[src/rtl/sort_sequence_builder_if.sv]
// Handshake and RAM-port bundle between the sort control FSM, the sequence builder and the three sequence RAMs.
// master = builder side, slave = controller/RAM side.
interface sort_sequence_builder_if #(
    parameter int ADDR_W = 5,
    parameter int HEAD_W = 64,
    parameter int BW_W   = 10
) ();
    logic              start;
    logic [ADDR_W:0]   num_elements;
    logic [ADDR_W:0]   num_nodes;
    logic              busy;
    logic              done;
    logic [BW_W-1:0]   block_width;
    logic [ADDR_W:0]   node_count;
    logic [ADDR_W-1:0] heads_addr;
    logic [HEAD_W-1:0] heads_rdata;
    logic [ADDR_W-1:0] elem_addr;
    logic [ADDR_W-1:0] elem_data;
    logic              elem_wren;
    logic [ADDR_W-1:0] node_addr;
    logic [ADDR_W-1:0] node_data;
    logic              node_wren;

    modport master (
        input  start, num_elements, num_nodes, heads_rdata,
        output busy, done, block_width, node_count, heads_addr,
               elem_addr, elem_data, elem_wren, node_addr, node_data, node_wren
    );

    modport slave (
        output start, num_elements, num_nodes, heads_rdata,
        input  busy, done, block_width, node_count, heads_addr,
               elem_addr, elem_data, elem_wren, node_addr, node_data, node_wren
    );
endinterface

[src/rtl/sort_sequence_builder.sv]
// Purpose: one start pulse computes bar width, writes identity element order, compacts valid node indices.
// Latency: floor(SCREEN_W/N)+1 + max(N,1) + max(3M,1) + 1 cycles; heads RAM read latency is one cycle.
// Backpressure: none; RAM writes are fire-and-forget, start is ignored while busy. NODE_SEQ_PAD_EN adds sentinel padding.
module sort_sequence_builder #(
    parameter int ADDR_W    = 5,
    parameter int DEPTH     = 32,
    parameter int HEAD_W    = 64,
    parameter int VALID_BIT = 63,
    parameter int SCREEN_W  = 600,
    parameter int BW_W      = 10
) (
    input logic                    clk,
    input logic                    rst,
    sort_sequence_builder_if.master sq
);
    typedef enum logic [2:0] {
        S_IDLE, S_WIDTH, S_ELEM, S_SCAN_ISSUE, S_SCAN_WAIT, S_SCAN_EVAL, S_PAD, S_DONE
    } state_t;

    localparam logic [ADDR_W:0] ONE      = (ADDR_W+1)'(1);
    localparam logic [ADDR_W:0] DEPTH_C  = (ADDR_W+1)'(DEPTH);
    localparam logic [BW_W:0]   SCREEN_C = (BW_W+1)'(SCREEN_W);
    localparam logic [BW_W-1:0] BW_ONE   = BW_W'(1);

    state_t            state_q, state_d;
    logic [ADDR_W:0]   n_q, n_d, m_q, m_d, idx_q, idx_d, cnt_q, cnt_d;
    logic [BW_W-1:0]   acc_q, acc_d, bw_q, bw_d;
    logic [BW_W:0]     sum;
    logic              scan_end;
    logic [ADDR_W-1:0] heads_addr, elem_addr, elem_data, node_addr, node_data;
    logic              elem_wren, node_wren, done;
    logic [HEAD_W-1:0] head_word;
    logic              head_valid;
    logic              unused_head;

    assign head_word   = sq.heads_rdata;
    assign head_valid  = head_word[VALID_BIT];
    assign unused_head = ^head_word;
    assign sum         = {1'b0, acc_q} + (BW_W+1)'(n_q);

    always_ff @(posedge clk or posedge rst) begin
        if (rst) begin
            state_q <= S_IDLE;
            n_q     <= '0;
            m_q     <= '0;
            idx_q   <= '0;
            cnt_q   <= '0;
            acc_q   <= '0;
            bw_q    <= '0;
        end else begin
            state_q <= state_d;
            n_q     <= n_d;
            m_q     <= m_d;
            idx_q   <= idx_d;
            cnt_q   <= cnt_d;
            acc_q   <= acc_d;
            bw_q    <= bw_d;
        end
    end

    always_comb begin
        state_d    = state_q;
        n_d        = n_q;
        m_d        = m_q;
        idx_d      = idx_q;
        cnt_d      = cnt_q;
        acc_d      = acc_q;
        bw_d       = bw_q;
        scan_end   = 1'b0;
        heads_addr = '0;
        elem_addr  = '0;
        elem_data  = '0;
        elem_wren  = 1'b0;
        node_addr  = '0;
        node_data  = '0;
        node_wren  = 1'b0;
        done       = 1'b0;
        case (state_q)
            S_IDLE: begin
                if (sq.start) begin
                    // Counts above DEPTH would run off the RAMs; clamp them.
                    n_d     = (sq.num_elements > DEPTH_C) ? DEPTH_C : sq.num_elements;
                    m_d     = (sq.num_nodes > DEPTH_C) ? DEPTH_C : sq.num_nodes;
                    idx_d   = '0;
                    cnt_d   = '0;
                    acc_d   = '0;
                    bw_d    = '0;
                    state_d = S_WIDTH;
                end
            end
            S_WIDTH: begin
                if (n_q == '0) begin
                    state_d = S_ELEM;
                end else if (sum <= SCREEN_C) begin
                    acc_d = sum[BW_W-1:0];
                    bw_d  = bw_q + BW_ONE;
                end else begin
                    state_d = S_ELEM;
                end
            end
            S_ELEM: begin
                if (n_q == '0) begin
                    state_d = S_SCAN_ISSUE;
                end else begin
                    elem_addr = idx_q[ADDR_W-1:0];
                    elem_data = idx_q[ADDR_W-1:0];
                    elem_wren = 1'b1;
                    if (idx_q == n_q - ONE) begin
                        idx_d   = '0;
                        state_d = S_SCAN_ISSUE;
                    end else begin
                        idx_d = idx_q + ONE;
                    end
                end
            end
            S_SCAN_ISSUE: begin
                if (m_q == '0) begin
                    scan_end = 1'b1;
                end else begin
                    heads_addr = idx_q[ADDR_W-1:0];
                    state_d    = S_SCAN_WAIT;
                end
            end
            S_SCAN_WAIT: begin
                heads_addr = idx_q[ADDR_W-1:0];
                state_d    = S_SCAN_EVAL;
            end
            S_SCAN_EVAL: begin
                heads_addr = idx_q[ADDR_W-1:0];
                if (head_valid) begin
                    node_addr = cnt_q[ADDR_W-1:0];
                    node_data = idx_q[ADDR_W-1:0];
                    node_wren = 1'b1;
                    cnt_d     = cnt_q + ONE;
                end
                if (idx_q == m_q - ONE) begin
                    scan_end = 1'b1;
                end else begin
                    idx_d   = idx_q + ONE;
                    state_d = S_SCAN_ISSUE;
                end
            end
`ifdef NODE_SEQ_PAD_EN
            S_PAD: begin
                if (idx_q == DEPTH_C) begin
                    state_d = S_DONE;
                end else begin
                    node_addr = idx_q[ADDR_W-1:0];
                    node_data = '1;
                    node_wren = 1'b1;
                    if (idx_q == DEPTH_C - ONE) state_d = S_DONE;
                    else                        idx_d   = idx_q + ONE;
                end
            end
`endif
            S_DONE: begin
                done    = 1'b1;
                state_d = S_IDLE;
            end
            default: state_d = S_IDLE;
        endcase
        if (scan_end) begin
`ifdef NODE_SEQ_PAD_EN
            // Padding reuses idx as the write pointer, starting at the first unused slot.
            idx_d   = cnt_d;
            state_d = S_PAD;
`else
            state_d = S_DONE;
`endif
        end
    end

    assign sq.busy        = (state_q != S_IDLE) && (state_q != S_DONE);
    assign sq.done        = done;
    assign sq.block_width = bw_q;
    assign sq.node_count  = cnt_q;
    assign sq.heads_addr  = heads_addr;
    assign sq.elem_addr   = elem_addr;
    assign sq.elem_data   = elem_data;
    assign sq.elem_wren   = elem_wren;
    assign sq.node_addr   = node_addr;
    assign sq.node_data   = node_data;
    assign sq.node_wren   = node_wren;
endmodule

[src/flat_wrapper.sv]
// flat-port wrapper written by rule: the top's interface ports become plain ports
module sort_sequence_builder_flat 
#(
    parameter int ADDR_W    = 5,
    parameter int DEPTH     = 32,
    parameter int HEAD_W    = 64,
    parameter int VALID_BIT = 63,
    parameter int SCREEN_W  = 600,
    parameter int BW_W      = 10
)
  (clk, rst, sq_start, sq_num_elements, sq_num_nodes, sq_heads_rdata, sq_busy, sq_done, sq_block_width, sq_node_count, sq_heads_addr, sq_elem_addr, sq_elem_data, sq_elem_wren, sq_node_addr, sq_node_data, sq_node_wren);
  sort_sequence_builder_if #(.ADDR_W(ADDR_W), .HEAD_W(HEAD_W), .BW_W(BW_W)) sq_i ();
  input logic clk;
  input logic rst;
  input wire logic [$bits(sq_i.start)-1:0] sq_start;
  input wire logic [$bits(sq_i.num_elements)-1:0] sq_num_elements;
  input wire logic [$bits(sq_i.num_nodes)-1:0] sq_num_nodes;
  input wire logic [$bits(sq_i.heads_rdata)-1:0] sq_heads_rdata;
  output wire logic [$bits(sq_i.busy)-1:0] sq_busy;
  output wire logic [$bits(sq_i.done)-1:0] sq_done;
  output wire logic [$bits(sq_i.block_width)-1:0] sq_block_width;
  output wire logic [$bits(sq_i.node_count)-1:0] sq_node_count;
  output wire logic [$bits(sq_i.heads_addr)-1:0] sq_heads_addr;
  output wire logic [$bits(sq_i.elem_addr)-1:0] sq_elem_addr;
  output wire logic [$bits(sq_i.elem_data)-1:0] sq_elem_data;
  output wire logic [$bits(sq_i.elem_wren)-1:0] sq_elem_wren;
  output wire logic [$bits(sq_i.node_addr)-1:0] sq_node_addr;
  output wire logic [$bits(sq_i.node_data)-1:0] sq_node_data;
  output wire logic [$bits(sq_i.node_wren)-1:0] sq_node_wren;
  assign sq_i.start = sq_start;
  assign sq_i.num_elements = sq_num_elements;
  assign sq_i.num_nodes = sq_num_nodes;
  assign sq_i.heads_rdata = sq_heads_rdata;
  assign sq_busy = sq_i.busy;
  assign sq_done = sq_i.done;
  assign sq_block_width = sq_i.block_width;
  assign sq_node_count = sq_i.node_count;
  assign sq_heads_addr = sq_i.heads_addr;
  assign sq_elem_addr = sq_i.elem_addr;
  assign sq_elem_data = sq_i.elem_data;
  assign sq_elem_wren = sq_i.elem_wren;
  assign sq_node_addr = sq_i.node_addr;
  assign sq_node_data = sq_i.node_data;
  assign sq_node_wren = sq_i.node_wren;
  sort_sequence_builder #(.ADDR_W(ADDR_W), .DEPTH(DEPTH), .HEAD_W(HEAD_W), .VALID_BIT(VALID_BIT), .SCREEN_W(SCREEN_W), .BW_W(BW_W)) u_core (.clk(clk), .rst(rst), .sq(sq_i));
endmodule
[config.mk]
export PLATFORM = sky130hd
export DESIGN_NAME = sort_sequence_builder_flat
export DESIGN_NICKNAME = d
export VERILOG_FILES = /design/src/rtl/sort_sequence_builder_if.sv /design/src/rtl/sort_sequence_builder.sv /design/src/flat_wrapper.sv
export SDC_FILE = /design/constraint.sdc
export NUM_CORES = 1
export LEC_CHECK = 0
export ABC_AREA = 0
export BUFFER_PORTS_ARGS = -buffer_cell sky130_fd_sc_hd__buf_2
export CAP_MARGIN = 20
export CORE_ASPECT_RATIO = 0.5
export CORE_MARGIN = 5
export CORE_UTILIZATION = 54
export CTS_BUF_LIST = sky130_fd_sc_hd__clkbuf_16
export DETAILED_ROUTE_END_ITERATION = 7
export PLACE_DENSITY = 0.95
export SLEW_MARGIN = 15
export SYNTH_ARGS = -nofsm -noshare
export SYNTH_HDL_FRONTEND = slang
export SYNTH_SLANG_ARGS = --single-unit
[constraint.sdc]
create_clock -name clk -period 7.1 [get_ports clk]
set_clock_uncertainty 0.05 [all_clocks]
set_input_delay 1.065 -clock clk [delete_from_list [all_inputs] [get_ports clk]]
set_output_delay 1.065 -clock clk [all_outputs]
set_load 0.005 [all_outputs]
Yosys cells after proc, flatten, opt, wreduce, memory -nomap -nowiden --
Cells that the tools add are included.
Operators by class: add/sub/neg operators 6, multipliers 0, div/mod/pow operators 0, magnitude comparators 3, eq/ne operators 20, shifts and indexed selects 0, mux-type cells 41, bitwise operators 0, reduce and logical (&&, ||, !) cells 14
Operators with widths (count):
- $mux 10 | 5
- $mux 6 | 7
- $pmux 10 s2 | 2
- $mux 5 | 7
- $mux 3 | 8
- $pmux 3 s6 | 1
- $pmux 6 s3 | 1
- $add 6x1->6 const B | 2
- $eq 6x6->1 | 2
- $gt 6x6->1 const B | 2
- $logic_not 6->1 | 2
- $pmux 6 s2 | 1
- $sub 6x1->6 const B | 2
- $add 10x6->11 | 1
- $le 11x10->1 const B | 1
- $add 10x1->10 const B | 1
- $ne 2x2->1 const B | 5
- $pmux 5 s2 | 1
- $eq 3x3->1 const B | 3
- $ne 3x2->1 const B | 3
- $reduce_and 4->1 | 2
- $mux 1 | 7
- $eq 3x2->1 const B | 2
- $reduce_bool 3->1 | 2
- 13 further kinds | 14
Storage, ports and cells: register bits 47, bits in latches 0, bits in writable memories 0, ROM bits 0, word-level logic and storage cells 91, memories 0

Logic depth before layout (Yosys ltp) --
word-level depth 6, depth in mapped cells 12, depth with buffers taken out 11

Worst setup path after synthesis --
OpenSTA, ideal clock, no wires.
path kind register to register, from reg u_core.n_q[0], to reg u_core.acc_q[0], setup time 125 ps, arrival time 2650 ps, required time 6925 ps, path slack 4275 ps, cell stages (with the launch flop) 13, buffers on the path 1, path through dfrtp_1 -> ha_1 -> inv_1 -> fa_1 -> nand2b_1 -> a21oi_1 -> xnor2_1 -> o31ai_2 -> a211oi_2 -> o311ai_4 -> nand3_2 -> buf_6 -> mux2_4
Between the ends: longest elaborated chain between the ends 4, elaborated cells on any way between the ends 9, those cells by class 1 x add/sub; 1 x order compare; 2 x eq/ne; 3 x mux; 2 x reduce/logical
Ends and longest elaborated chain:
- start: declaration | line sort_sequence_builder.sv:26 | logic [ADDR_W:0] n_q, n_d, m_q, m_d, idx_q, idx_d, cnt_q, cnt_d;
- start signal: assignment | line sort_sequence_builder.sv:52 | n_q <= n_d;
- $add 10x6->11 | line sort_sequence_builder.sv:39 | assign sum = {1'b0, acc_q} + (BW_W+1)'(n_q);
- $le 11x10->1 or $mux 10 (tied branches) | line sort_sequence_builder.sv:94 | end else if (sum <= SCREEN_C) begin
- $ne 2x1->1 (no source line) or $mux 10 (tied branches)
- $reduce_and 4->1 (no source line) or $pmux 10 s2 (tied branches)
- end signal: assignment | line sort_sequence_builder.sv:48 | acc_q <= '0;
- end signal: assignment | line sort_sequence_builder.sv:56 | acc_q <= acc_d;
- end: declaration | line sort_sequence_builder.sv:27 | logic [BW_W-1:0] acc_q, acc_d, bw_q, bw_d;
Several ways; a longest one is shown, not always the timed one. The select of a mux whose other input is x is not followed. A chain may end at the register's enable or synchronous reset.

Worst setup path after layout --
from reg u_core.n_q[0], to reg u_core.acc_q[1]
Same word-level chain as after synthesis.

==> metrics.yaml <==
outcome:
  outcome: "finished, violations left"
  violations: "DRC"
setup_path:
  crit_chain: "ha_1, inv_1, fa_1, nand2b_1, a21oi_1, xnor2_1, o31ai_2, a211oi_2, o311ai_4, nand3_2, mux2_4"
  crit_fanout: 13
  r2r_cells: 11
  crit_arrival_ns: 3.75
  crit_path_start: "u_core.n_q[0]$_DFFE_PP0P_"
  slowest_stage: "o311ai_4"
  max_stage_delay_ns: 0.61
  start_kind: "flop"
  timing.rr.start: "u_core.n_q[0]$_DFFE_PP0P_"
  end_kind: "flop"
  r2r_slack_ns: 3.48
  crit_buf_inv: 1
  critPathKind: "flop to flop"
  required_ns: 7.24
  r2r_end: "u_core.acc_q[1]$_DFFE_PP0P_"
  path_delay_family: "compound AO/OA/AOI/OAI gates"
floorplan:
  start_util: 0.547
  coreArea_sq_um: 5960
  die_width_um: 120
  die_h_um: 64.9
  dieArea_sq_um: 7780
  rows: 20
  io_pins: 124
place:
  placed_area_sq_um: 3540
  place_congestion: 0.855
  pre_cts_ws_ns: 3.57
  port_buffers: 60
  post-dp-hpwl_mm: 5.46
  dp_cells: 478
clock_network:
  clkSinkCount: 47
  cts_buffer_depth: 2
  root_buffer: "clkbuf_16"
  clk_pin_slew_worst_paths_ns: 0.07
  htree_levels: 2
  cts_tree: "done"
  clock_latency_ns: 0.30
  cts_hold_buf: 0
  cts_setup_buffers: 0
  cts_buffers: 5
  cts_resized: 0
synth:
  synth_xor_area_frac: 0.0646
  synth_top_family_by_area: "simple AND/OR/NAND/NOR gates"
  synth_edf_count: 0
  synthMuxAreaShare: 0.0669
  syn_area_per_cell_sq_um: 8.97
  synth.distinct_cells: 57
  synth_compound_area_frac: 0.154
  synth.cell_area_sq_um: 3260
  yosysWarnings: 0
  syn_inst: 363
  ys_async_sr_fraction: 1.00
  ys_ff_latch: 47
  yosysSeqAreaShare: 0.361
  synthAdderAreaFrac: 0.0523
  synth-main-ff-cell: "dfrtp_1"
  synth_nets: 455
  yosys.area_share.simple: 0.246
final_layout:
  fin_area_sq_um: 3730
  multiInputGateArea_sq_um: 1910
  seq_area_sq_um: 1180
  nFillCells: 425
  syn2layout_area_growth_pct: 14.7
  finalNonFillerCells: 487
  final_common_cell: "buf_2"
  insertedDiodeCount: 0
  fin_util: 0.627
  fin_nets: 501
  final_cell_mix: "60 x buf_2, 47 x dfrtp_1, 41 x nand2_1, 28 x o21ai_0, 25 x nor2_1"
  drive_gt1_frac: 0.237
timing:
  hold_viol: 0
  final.setup.tns_ns: 0
  fmax_mhz: 277
  setup_viol: 0
  worst_slew_pin_slew_ns: 1.07
  rsz0062_at_grt: "no"
  fin_crit_ns: 3.62
  slew_violations: 0
  setup_ws_ns: 3.48
  post-route-period-util: 0.509
  slew_headroom: 0.284
routing:
  viasPerCell: 6.01
  post_drt_wl_per_cell_um: 17.5
  drc_errors: 1
  drtIter0Drc: 450
  final_antenna_net_count: 0
  drt_pre_antenna_iters: 7
  finalWirelength_mm: 8.54
  vias: 2927
pwr:
  p_per_area_nw_per_um2: 376
  ir_worst_vdd_uv: 133
  p_leak_nw: 1.78
global_route:
  globalRoute.totalOverflow: 0
  grt_max_degree: 48
  grt.total_usage: 0.215
  grt_pass1_wl_mm: 13.4
  grt_pass1_vias: 2778
  antenna_found_initial: 0
worst_hold_path:
  hold_class: "flop to flop"
  worstHoldStart: "u_core.acc_q[3]$_DFFE_PP0P_"
  hold_depth: 1
  min_to: "u_core.acc_q[3]$_DFFE_PP0P_"
run:
  max_cap_viol_count: 0
worst register-to-register path, delay by kind of cell (launching register included):
| family | cells | cell delay (ns) |
|---|---|---|
| xor+xnor | 1 | 0.12 |
| fa+ha+maj | 2 | 0.62 |
| flops | 1 | 0.45 |
| compound gates | 4 | 1.12 |
| buf+inv | 1 | 0.06 |
| simple gates | 2 | 0.62 |
| mux | 1 | 0.46 |
worst max path at each step:
stage                                        endpoint  slack (ns)  depth (start not counted)
after floorplan           u_core.acc_q[0]$_DFFE_PP0P_        4.27                         12
after global placement    u_core.acc_q[7]$_DFFE_PP0P_        3.65                         11
after detailed placement  u_core.acc_q[1]$_DFFE_PP0P_        3.57                         11
after CTS                 u_core.acc_q[7]$_DFFE_PP0P_        3.54                         11
after global routing      u_core.acc_q[4]$_DFFE_PP0P_        3.26                         11
final                     u_core.acc_q[1]$_DFFE_PP0P_        3.48                         11
layout make-up:
cell class / instances / area share
Inverter: 15 / 0.0151
Clock inverter: 3 / 0.0124
Timing Repair Buffer: 62 / 0.0878
Sequential cell: 47 / 0.315
Clock buffer: 5 / 0.0335
Multi-Input combinational cell: 278 / 0.510
Tap cell: 77 / 0.0258
registers in the layout (all words and copies together) (netlist names):
register and count:
u_core.sq.node_count 6, u_core.acc_q 10, u_core.m_q 6, u_core.idx_q 6, u_core.sq.block_width 10, u_core.n_q 6
u_core.state_q 3
kinds of logic after synthesis:
logic type | Yosys count
simple gates | 152
compound gates | 70
flops | 47
buf+inv | 38
xor+xnor | 24
mux | 19
fa+ha+maj | 13
report_power, final:
part	total [mW]	switching [mW]	internal, mW	leakage (nW)
combinational	0.679	0.404	0.275	1.07
clock	0.280	0.112	0.168	0.0804
sequential	0.444	0.110	0.334	0.633
total	1.40	0.626	0.776	1.78
synth_stat cells, types with 6 or more instances:
cell type,n,share of area
dfrtp_1,47,0.36
xor2_1,9,0.024
xnor2_1,15,0.040
mux2i_1,12,0.037
nand3b_1,6,0.014
nand2_1,41,0.047
and2_1,18,0.035
inv_1,15,0.017
nor2_1,25,0.029
nor3_1,7,0.011
nand2b_1,12,0.023
nor2b_1,9,0.017
clkbuf_1,11,0.013
ha_1,12,0.046
o21ai_0,28,0.043
nand3_1,10,0.015
a21oi_1,12,0.018
per-layer routing:
metal  up-vias  wire length, um  track usage
li1       1335                -            -
met1      1386             3520        0.267
met2       163             4020        0.367
met3        43              650       0.0462
met4         0              353       0.0870
met5         -                0            0
metrics by stage:
step / power [mW] / hold WS, ns
final: 1.40 / 0.466
after CTS: 1.38 / 0.467
after floorplan: 0.938 / 0.429
after global placement: 1.03 / 0.444
after global routing: 1.48 / 0.492
after detailed placement: 1.07 / 0.454
Power figures use the tool's default switching activity.
